==> config.mk <==
export PLATFORM = sky130hd
export DESIGN_NAME = spawn_scheduler
export DESIGN_NICKNAME = d
export VERILOG_FILES = /design/src/rtl/spawn_scheduler_pkg.sv /design/src/rtl/spawn_fifo.sv /design/src/rtl/spawn_scheduler.sv
export SDC_FILE = /design/constraint.sdc
export NUM_CORES = 1
export LEC_CHECK = 0
export CORE_MARGIN = 2
export CORE_UTILIZATION = 54
export DETAILED_ROUTE_END_ITERATION = 10
export PLACE_DENSITY = 0.87
export SLEW_MARGIN = 20
export SYNTH_ARGS = -nofsm -noshare
export SYNTH_HDL_FRONTEND = slang
export SYNTH_SLANG_ARGS = --single-unit
==> constraint.sdc <==
create_clock -name clk -period 3 [get_ports clk]
set_input_delay 0.6 -clock clk [delete_from_list [all_inputs] [get_ports clk]]
set_output_delay 0.6 -clock clk [all_outputs]
set_load 0.05 [all_outputs]
==> src/rtl/spawn_scheduler_pkg.sv <==
// spawn_scheduler_pkg: shared types and constants for the spawn scheduler slice
package spawn_scheduler_pkg;
    localparam int POS_W = 5;
    localparam int POS_BASE = 9;
    typedef enum logic [2:0] {
        ST_IDLE   = 3'd0,
        ST_WAIT   = 3'd1,
        ST_REQ    = 3'd2,
        ST_SAMPLE = 3'd3,
        ST_PUSH   = 3'd4
    } state_t;
endpackage

==> src/rtl/spawn_fifo.sv <==
// spawn_fifo: DEPTH x W circular FIFO with separate occupancy count
module spawn_fifo import spawn_scheduler_pkg::*; #(
    parameter int DEPTH = 4,
    parameter int W = POS_W
) (
    input  logic                         clk,
    input  logic                         rst,
    input  logic                         push,
    input  logic                         pop,
    input  logic [W-1:0]                 din,
    output logic [W-1:0]                 dout,
    output logic                         full,
    output logic                         empty,
    output logic [$clog2(DEPTH+1)-1:0]   count
);
    localparam int AW = $clog2(DEPTH);
    localparam int CW = $clog2(DEPTH + 1);
    logic [W-1:0] mem [DEPTH];
    logic [AW-1:0] wr_ptr, rd_ptr;
    logic wr_en, rd_en;
    assign full = count == CW'(DEPTH);
    assign empty = count == '0;
    assign rd_en = pop & ~empty;
    // a full FIFO can still accept when the head leaves in the same cycle
    assign wr_en = push & (~full | rd_en);
    assign dout = empty ? '0 : mem[rd_ptr];
    always_ff @(posedge clk or negedge rst) begin
        if (!rst) begin
            wr_ptr <= '0;
            rd_ptr <= '0;
            count <= '0;
        end else begin
            wr_ptr <= wr_ptr + AW'(wr_en);
            rd_ptr <= rd_ptr + AW'(rd_en);
            count <= count + CW'(wr_en) - CW'(rd_en);
        end
    end
    always_ff @(posedge clk) begin
        if (wr_en) mem[wr_ptr] <= din;
    end
endmodule

==> src/rtl/spawn_scheduler.sv <==
// spawn_scheduler: paces LFSR samples into a repeat-filtered stream of spawn positions
module spawn_scheduler import spawn_scheduler_pkg::*; #(
    parameter int DEPTH = 4,
    parameter int MAX_RETRY = 2,
    parameter int INT_W = 8
) (
    input  logic                         clk,
    input  logic                         rst,
    input  logic                         enable,
    input  logic                         tick,
    input  logic [INT_W-1:0]             interval,
    input  logic [POS_W-1:0]             col_range,
    output logic [POS_W-1:0]             rand_range,
    output logic                         rand_gen,
    input  logic [POS_W-1:0]             rand_in,
    output logic                         spawn_valid,
    output logic [POS_W-1:0]             spawn_pos,
    input  logic                         spawn_ready,
    output logic [$clog2(DEPTH+1)-1:0]   fifo_count,
    output logic                         drop
);
    localparam int RW = $clog2(MAX_RETRY + 2);
    state_t state, state_nx;
    logic [INT_W-1:0] timer, timer_nx, term;
    logic [RW-1:0] retry, retry_nx;
    logic [POS_W-1:0] last_pos, cand;
    logic push, pop, full, empty;
    assign rand_range = col_range;
    assign term = interval == '0 ? '0 : interval - INT_W'(1);
    assign rand_gen = state == ST_REQ;
    assign push = state == ST_PUSH;
    assign pop = spawn_valid & spawn_ready;
    assign spawn_valid = ~empty;
    assign drop = push & full & ~pop;
    always_comb begin
        state_nx = state;
        timer_nx = timer;
        retry_nx = retry;
        case (state)
            ST_IDLE: begin
                timer_nx = '0;
                retry_nx = '0;
                state_nx = enable ? ST_WAIT : ST_IDLE;
            end
            ST_WAIT: begin
                if (!enable) state_nx = ST_IDLE;
                else if (tick) begin
                    timer_nx = timer == term ? '0 : timer + INT_W'(1);
                    state_nx = timer == term ? ST_REQ : ST_WAIT;
                end
            end
            ST_REQ: begin
                retry_nx = enable ? retry : '0;
                state_nx = enable ? ST_SAMPLE : ST_IDLE;
            end
            ST_SAMPLE: begin
                if (!enable) begin
                    retry_nx = '0;
                    state_nx = ST_IDLE;
                end else if (rand_in == last_pos && retry < RW'(MAX_RETRY)) begin
                    retry_nx = retry + RW'(1);
                    state_nx = ST_REQ;
                end else state_nx = ST_PUSH;
            end
            ST_PUSH: begin
                retry_nx = '0;
                state_nx = enable ? ST_WAIT : ST_IDLE;
            end
            default: state_nx = ST_IDLE;
        endcase
    end
    // last_pos follows every completed push, even one the full FIFO drops
    always_ff @(posedge clk or negedge rst) begin
        if (!rst) begin
            state <= ST_IDLE;
            timer <= '0;
            retry <= '0;
            last_pos <= '0;
            cand <= '0;
        end else begin
            state <= state_nx;
            timer <= timer_nx;
            retry <= retry_nx;
            cand <= state == ST_SAMPLE ? rand_in : cand;
            last_pos <= push ? cand : last_pos;
        end
    end
    spawn_fifo #(.DEPTH(DEPTH), .W(POS_W)) u_fifo (
        .clk   (clk),
        .rst   (rst),
        .push  (push),
        .pop   (pop),
        .din   (cand),
        .dout  (spawn_pos),
        .full  (full),
        .empty (empty),
        .count (fifo_count)
    );
endmodule

After elaboration in Yosys (flattened, before gate mapping)
Memory sizes are Yosys's and may differ from the RTL's.
Cells that the tools add are included.
- bits in registers: 30
- bits in latches: 0
- bits in writable memories: 20
- bits in read-only memories: 0
- input bits: 23
- memories kept: 1
- $add $sub $neg: 7
- multipliers: 0
- divide/modulo/power cells: 0
- order comparisons: 1
- equal/unequal tests: 12
- shift operators: 0
- mux-type cells: 20
- bitwise logic cells: 9
- reduce and logical (&&, ||, !) cells: 9
- memory list (name ; depth ; width ; read ports ; clocked after Yosys merged registers in ; wr ports ; RTL line ; source):
    u_fifo.mem ; 4 ; 5 ; 1 ; 0 ; 1 ; spawn_fifo.sv:18 ; logic [W-1:0] mem [DEPTH];
- operators by type and width (kind ; number):
    8-bit two-way mux ; 4
    8-bit one-hot mux with 2 select lines ; 1
    3-bit two-way mux ; 4
    3-bit one-hot mux with 4 select lines ; 1
    2-bit two-way mux ; 5
    8-bit by 1-bit adder with 8-bit output (second input constant) ; 1
    8-bit == test ; 1
    8-bit logical NOT ; 1
    8-bit by 1-bit subtractor with 8-bit output (second input constant) ; 1
    3-bit by 2-bit == test with 1-bit output (second input constant) ; 2
    3-bit == test (second input constant) ; 2
    3-bit logical NOT ; 2
    2-bit != test (second input constant) ; 3
    3-bit != test (second input constant) ; 2
    2-bit one-hot mux with 3 select lines ; 1
    3-bit AND reduction ; 2
    1-bit bitwise AND ; 5
    5-bit == test ; 1
    5-bit two-way mux ; 1
    2-bit by 1-bit adder with 2-bit output ; 2
    3-bit by 1-bit adder with 3-bit output ; 1
    3-bit by 1-bit == test with 1-bit output (second input constant) ; 1
    1-bit two-way mux ; 3
    1-bit inverter ; 3
    8 further kinds ; 8

Longest topological paths before layout
- word-level depth: 8
- gate-level depth with buffers: 11
- mapped depth without buffers: 9

Cells and area by module
A second synthesis with hierarchy kept.
- cell total of the unflattened synthesis: 229
- area, all modules: 2743.9 um^2
- modules (own cells, without submodules) (module ; instances ; cells each ; area an instance (um^2) ; seq. area each (um^2)):
    spawn_scheduler ; 1 ; 167 ; 1600.3 ; 575.6
    spawn_fifo ; 1 ; 62 ; 1143.6 ; 775.7

Worst setup path after synthesis
No wires, ideal clock.
- path type: input port to flip-flop
- from: input port interval[0]
- to: register timer[2]
- setup time: 0.126 ns
- arrival: 3.038 ns
- required time: 2.874 ns
- slack: -0.164 ns
- cell stages on the path: 11
- buffers on the path: 2
- cells stage by stage: buf_6 > inv_1 > ha_1 > clkbuf_1 > nor3b_1 > or3_1 > and3_1 > or4_4 > nor4_4 > nor2_2 > a221o_1
- word-level cells in the longest chain between the ends: 7
- elaborated cells between the ends (all ways): 8
- those cells by class: add/sub: 1; eq/ne: 1; mux: 5; reduce/logical: 1
- RTL lines (element ; RTL line ; source):
    from (decl) ; spawn_scheduler.sv:11 ; input logic [INT_W-1:0] interval,
    8-bit by 1-bit subtractor with 8-bit output / 8-bit logical NOT (equally long branches) ; spawn_scheduler.sv:29 ; assign term = interval == '0 ? '0 : interval - INT_W'(1);
    8-bit two-way mux (*) ; spawn_scheduler.sv:29 ;
    8-bit == test (*) ; spawn_scheduler.sv:48 ; timer_nx = timer == term ? '0 : timer + INT_W'(1);
    8-bit two-way mux (*) ; spawn_scheduler.sv:48 ;
    8-bit two-way mux (*) ; spawn_scheduler.sv:47 ; else if (tick) begin
    8-bit two-way mux (*) ; spawn_scheduler.sv:46 ; if (!enable) state_nx = ST_IDLE;
    8-bit one-hot mux with 2 select lines (*) ; spawn_scheduler.sv:39 ; case (state)
    to (signal assigned) ; spawn_scheduler.sv:82 ; timer <= timer_nx;
    to (decl) ; spawn_scheduler.sv:24 ; logic [INT_W-1:0] timer, timer_nx, term;
Every way passes the cells marked *; elsewhere a longest branch is shown, timed or not. The select of a mux whose other input is x is not followed.
A chain may end at the register's enable or synchronous reset.

Worst setup path in the final report
- from: input port interval[3]
- to: register timer[5]
Same word-level chain as after synthesis.

==> key figures <==
Final layout
  • Area delta synth->final: 24.80%
  • Layout cell share with drive strength beyond 1: 24.91%
  • Fin util: 70.90%
  • Diodes inserted: 0
  • NumNets Final: 318
  • # fillers: 334

Timing
  • Final WS setup: 0.1166 ns
  • Final Hold Vio Count: 0
  • Slew HR: 64.85%
  • RSZ-0062 raised after global routing: no
  • # setup viols final: 0
  • Tightest Pin Transition: 0.5273 ns
  • Crit share post-route: 96.11%
  • Worst Skew: 0.009937 ns
  • Tmin final: 2.883 ns
  • Max-slew violations: 0
  • Hold WS: 0.5268 ns
  • Fmax: 346.8 MHz

Clock tree
  • Skew-Pair Late Insertion Delay: 0.31 ns
  • Total clock sinks: 50
  • Hold_buf cts: 0
  • TritonCTS clock tree: yes
  • H-tree Lvls: 2
  • Total CTS buffers: 5
  • Clock transition at path regs: 0.09 ns
  • Clock Path Buffers: 2
  • Clock root buffer master: clkbuf_8

Detailed routing
  • Vias per cell: 5.607
  • 1st-pass router iterations: 4
  • Post-route DRC: 0
  • Routed Antenna Nets: 0
  • WL/cell: 15.72 microns
  • Routed wire length: 5598 microns
  • Vias: 1,996
  • Iter 0 DRT Violations: 116

Setup path
  • Reg2reg path depth: 6
  • Critical path capture point type: register
  • Crit Path Class: in -> reg
  • Worst-path fanout max: 5
  • Critical Path Start Type: primary input
  • R2R Path Start: u_fifo.count[1]
  • Arr. time, crit path: 3.09 ns
  • Worst reg-to-reg setup slack: 0.69 ns
  • Crit Reg-Reg Endpoint: u_fifo.count[1]
  • Crit path required time: 3.20 ns

Synth
  • Synthesized area per cell: 11.14 sq um
  • Yosys top cell area share: 27.61%
  • Top FF cell, synth: dfrtp_1
  • Mapped Cells: 244
  • Dominant cells by area after synthesis: dfrtp_1 (28%), edfxtp_1 (22%), mux2_2 (4.6%)
  • Synthesized area: 0.002719 sq mm
  • Syn_nets: 274
  • Cell with the most instances after synthesis: dfrtp_1
  • Yosys reg bits: 50
  • Synth unique cells: 50
  • Asr flop ratio synth: 60.00%
  • Synth Warn #: 0
  • Sequential-to-total area share from yosys stat: 49.70%
  • Number of synthesized flops with an enable pin: 20
  • Cell taking the most area after synthesis: dfrtp_1
  • Synth top cells by count: dfrtp_1 (30), edfxtp_1 (20), nand2_1 (19), nor2_1 (17), inv_1 (12)

Die
  • Placement Rows: 25
  • Initial Util: 56.81%
  • Chip Width: 74.96 microns
  • Vert. Die Dim: 74.96 microns
  • Die area: 0.005618 sq mm
  • Ports: 39
  • Std-Cell Core Area: 0.004786 sq mm

GRT
  • Largest net degree at the start of global routing: 31
  • Initial antenna violation count: 0
  • Number of global-route vias before repair: 1,956
  • GR Overflow Total: 0
  • Global-route wire length before repair: 9073 microns
  • Total GRT Usage: 21.82%

Placement
  • GP Congestion: 0.8363
  • Port Buf Inserts: 28
  • Placement Setup Slack: -0.4695 ns
  • Post-DP HPWL: 4135 microns

Pwr
  • Total power: 0.002068 W
  • Power per cell area: 609.5 mW/mm^2
  • Leakage: 1.436 nW
  • Peak VDD IR: 360.1 uV

Run status
  • Status: finished, final reports clean

Hold path
  • Hold wc startpoint: u_fifo.count[2]
  • Hold Path Class: reg -> reg
  • Hold Crit Depth: 1
  • Hold Path End: u_fifo.count[2]

Job
  • Max-cap violations: 0
## layer usage
metal  up-vias  track usage (%)  wire (microns)
li1        959                -               -
met1       966            28.24            2313
met2        61            35.58            2907
met3        10            5.087             256
met4         0            8.929             120
met5         -                0               0
## cell families after synthesis
| group | count (synthesis) | synth area share, % |
|---|---|---|
| and+or+nand+nor | 90 | 18.64 |
| AOI/OAI and AO/OA | 36 | 9.066 |
| adders and majority gates | 7 | 3.497 |
| DFF | 50 | 49.70 |
| buffers and inverters | 28 | 4.924 |
| muxes | 16 | 8.698 |
| xor gates and xnor gates | 17 | 5.477 |
## per-stage QoR
step / cell area [sq um] / instances / TNS [ns]
global route: 3393 / 356 / 0
detailed placement: 3218 / 347 / -3.839
finish: 3393 / 356 / 0
CTS: 3357 / 356 / 0
floorplan: 2773 / 244 / -0.03995
global placement: 3218 / 347 / -3.374
## power breakdown
group / internal (W) / switching, W / leakage, nW
logic: 0.000322 / 0.000421 / 0.807
registers: 0.000757 / 0.0000803 / 0.571
clock network: 0.000253 / 0.000235 / 0.0587
## worst max path at each step
stage,to,slack [ns],cells past startpoint,startpoint
finish,timer[5],0.12,9,interval[3]
global route,timer[7],0.00006,13,interval[1]
CTS,timer[5],0.04,9,interval[3]
detailed placement,timer[5],-0.47,9,interval[0]
global placement,timer[4],-0.41,9,interval[0]
floorplan,timer[2],-0.02,11,interval[0]
## layout by cell type (no fill, tap or decap), types with 3 or more instances in the layout
master	n
buf_4	23
clkdlybuf4s50_1	21
mux4_2	5
nand2b_1	3
xnor2_1	9
or2_2	3
edfxtp_1	20
mux2_2	11
nor2b_1	9
a21oi_1	6
xor2_1	8
or3_1	4
nand3_1	5
dlymetal6s2s_1	4
nor3_1	6
and3_1	5
inv_1	11
o21ai_0	7
dfrtp_1	30
clkbuf_8	5
nor2_1	17
nand2_1	19
ha_1	5
o31ai_1	3
## flip-flops by register name (all words and copies together), names as in the netlist, 3 cells and up
name / flops
u_fifo.mem: 20
timer: 8
cand: 5
last_pos: 5
state: 3
u_fifo.count: 3
## area by class of cell
class	count	area, sq um	share of cell area [%]
Timing Repair Buffer	53	498.0	14.68
Multi-Input combinational cell	166	1296	38.20
Tap cell	67	83.83	2.471
Clock buffer	5	68.82	2.028
Inverter	12	47.55	1.401
Clock inverter	3	47.55	1.401
Sequential cell	50	1351	39.82
## critical path, cell delays in order
cell            delay, ns
dlymetal6s2s_1       0.17
or4_4                0.59
o41ai_4              0.43
a21oi_2              0.10
or4_4                0.43
nor4_4               0.33
buf_4                0.21
a211oi_1             0.05
a21o_1               0.17
## what timing repair did
action	in CTS	in global routing
setup endpoints to repair	9	10
buffers inserted	1	0
hold endpoints to repair	0	0
pin swaps	2	4
resized for setup	4	11
Note: power is estimated with default switching activity, not from simulation.
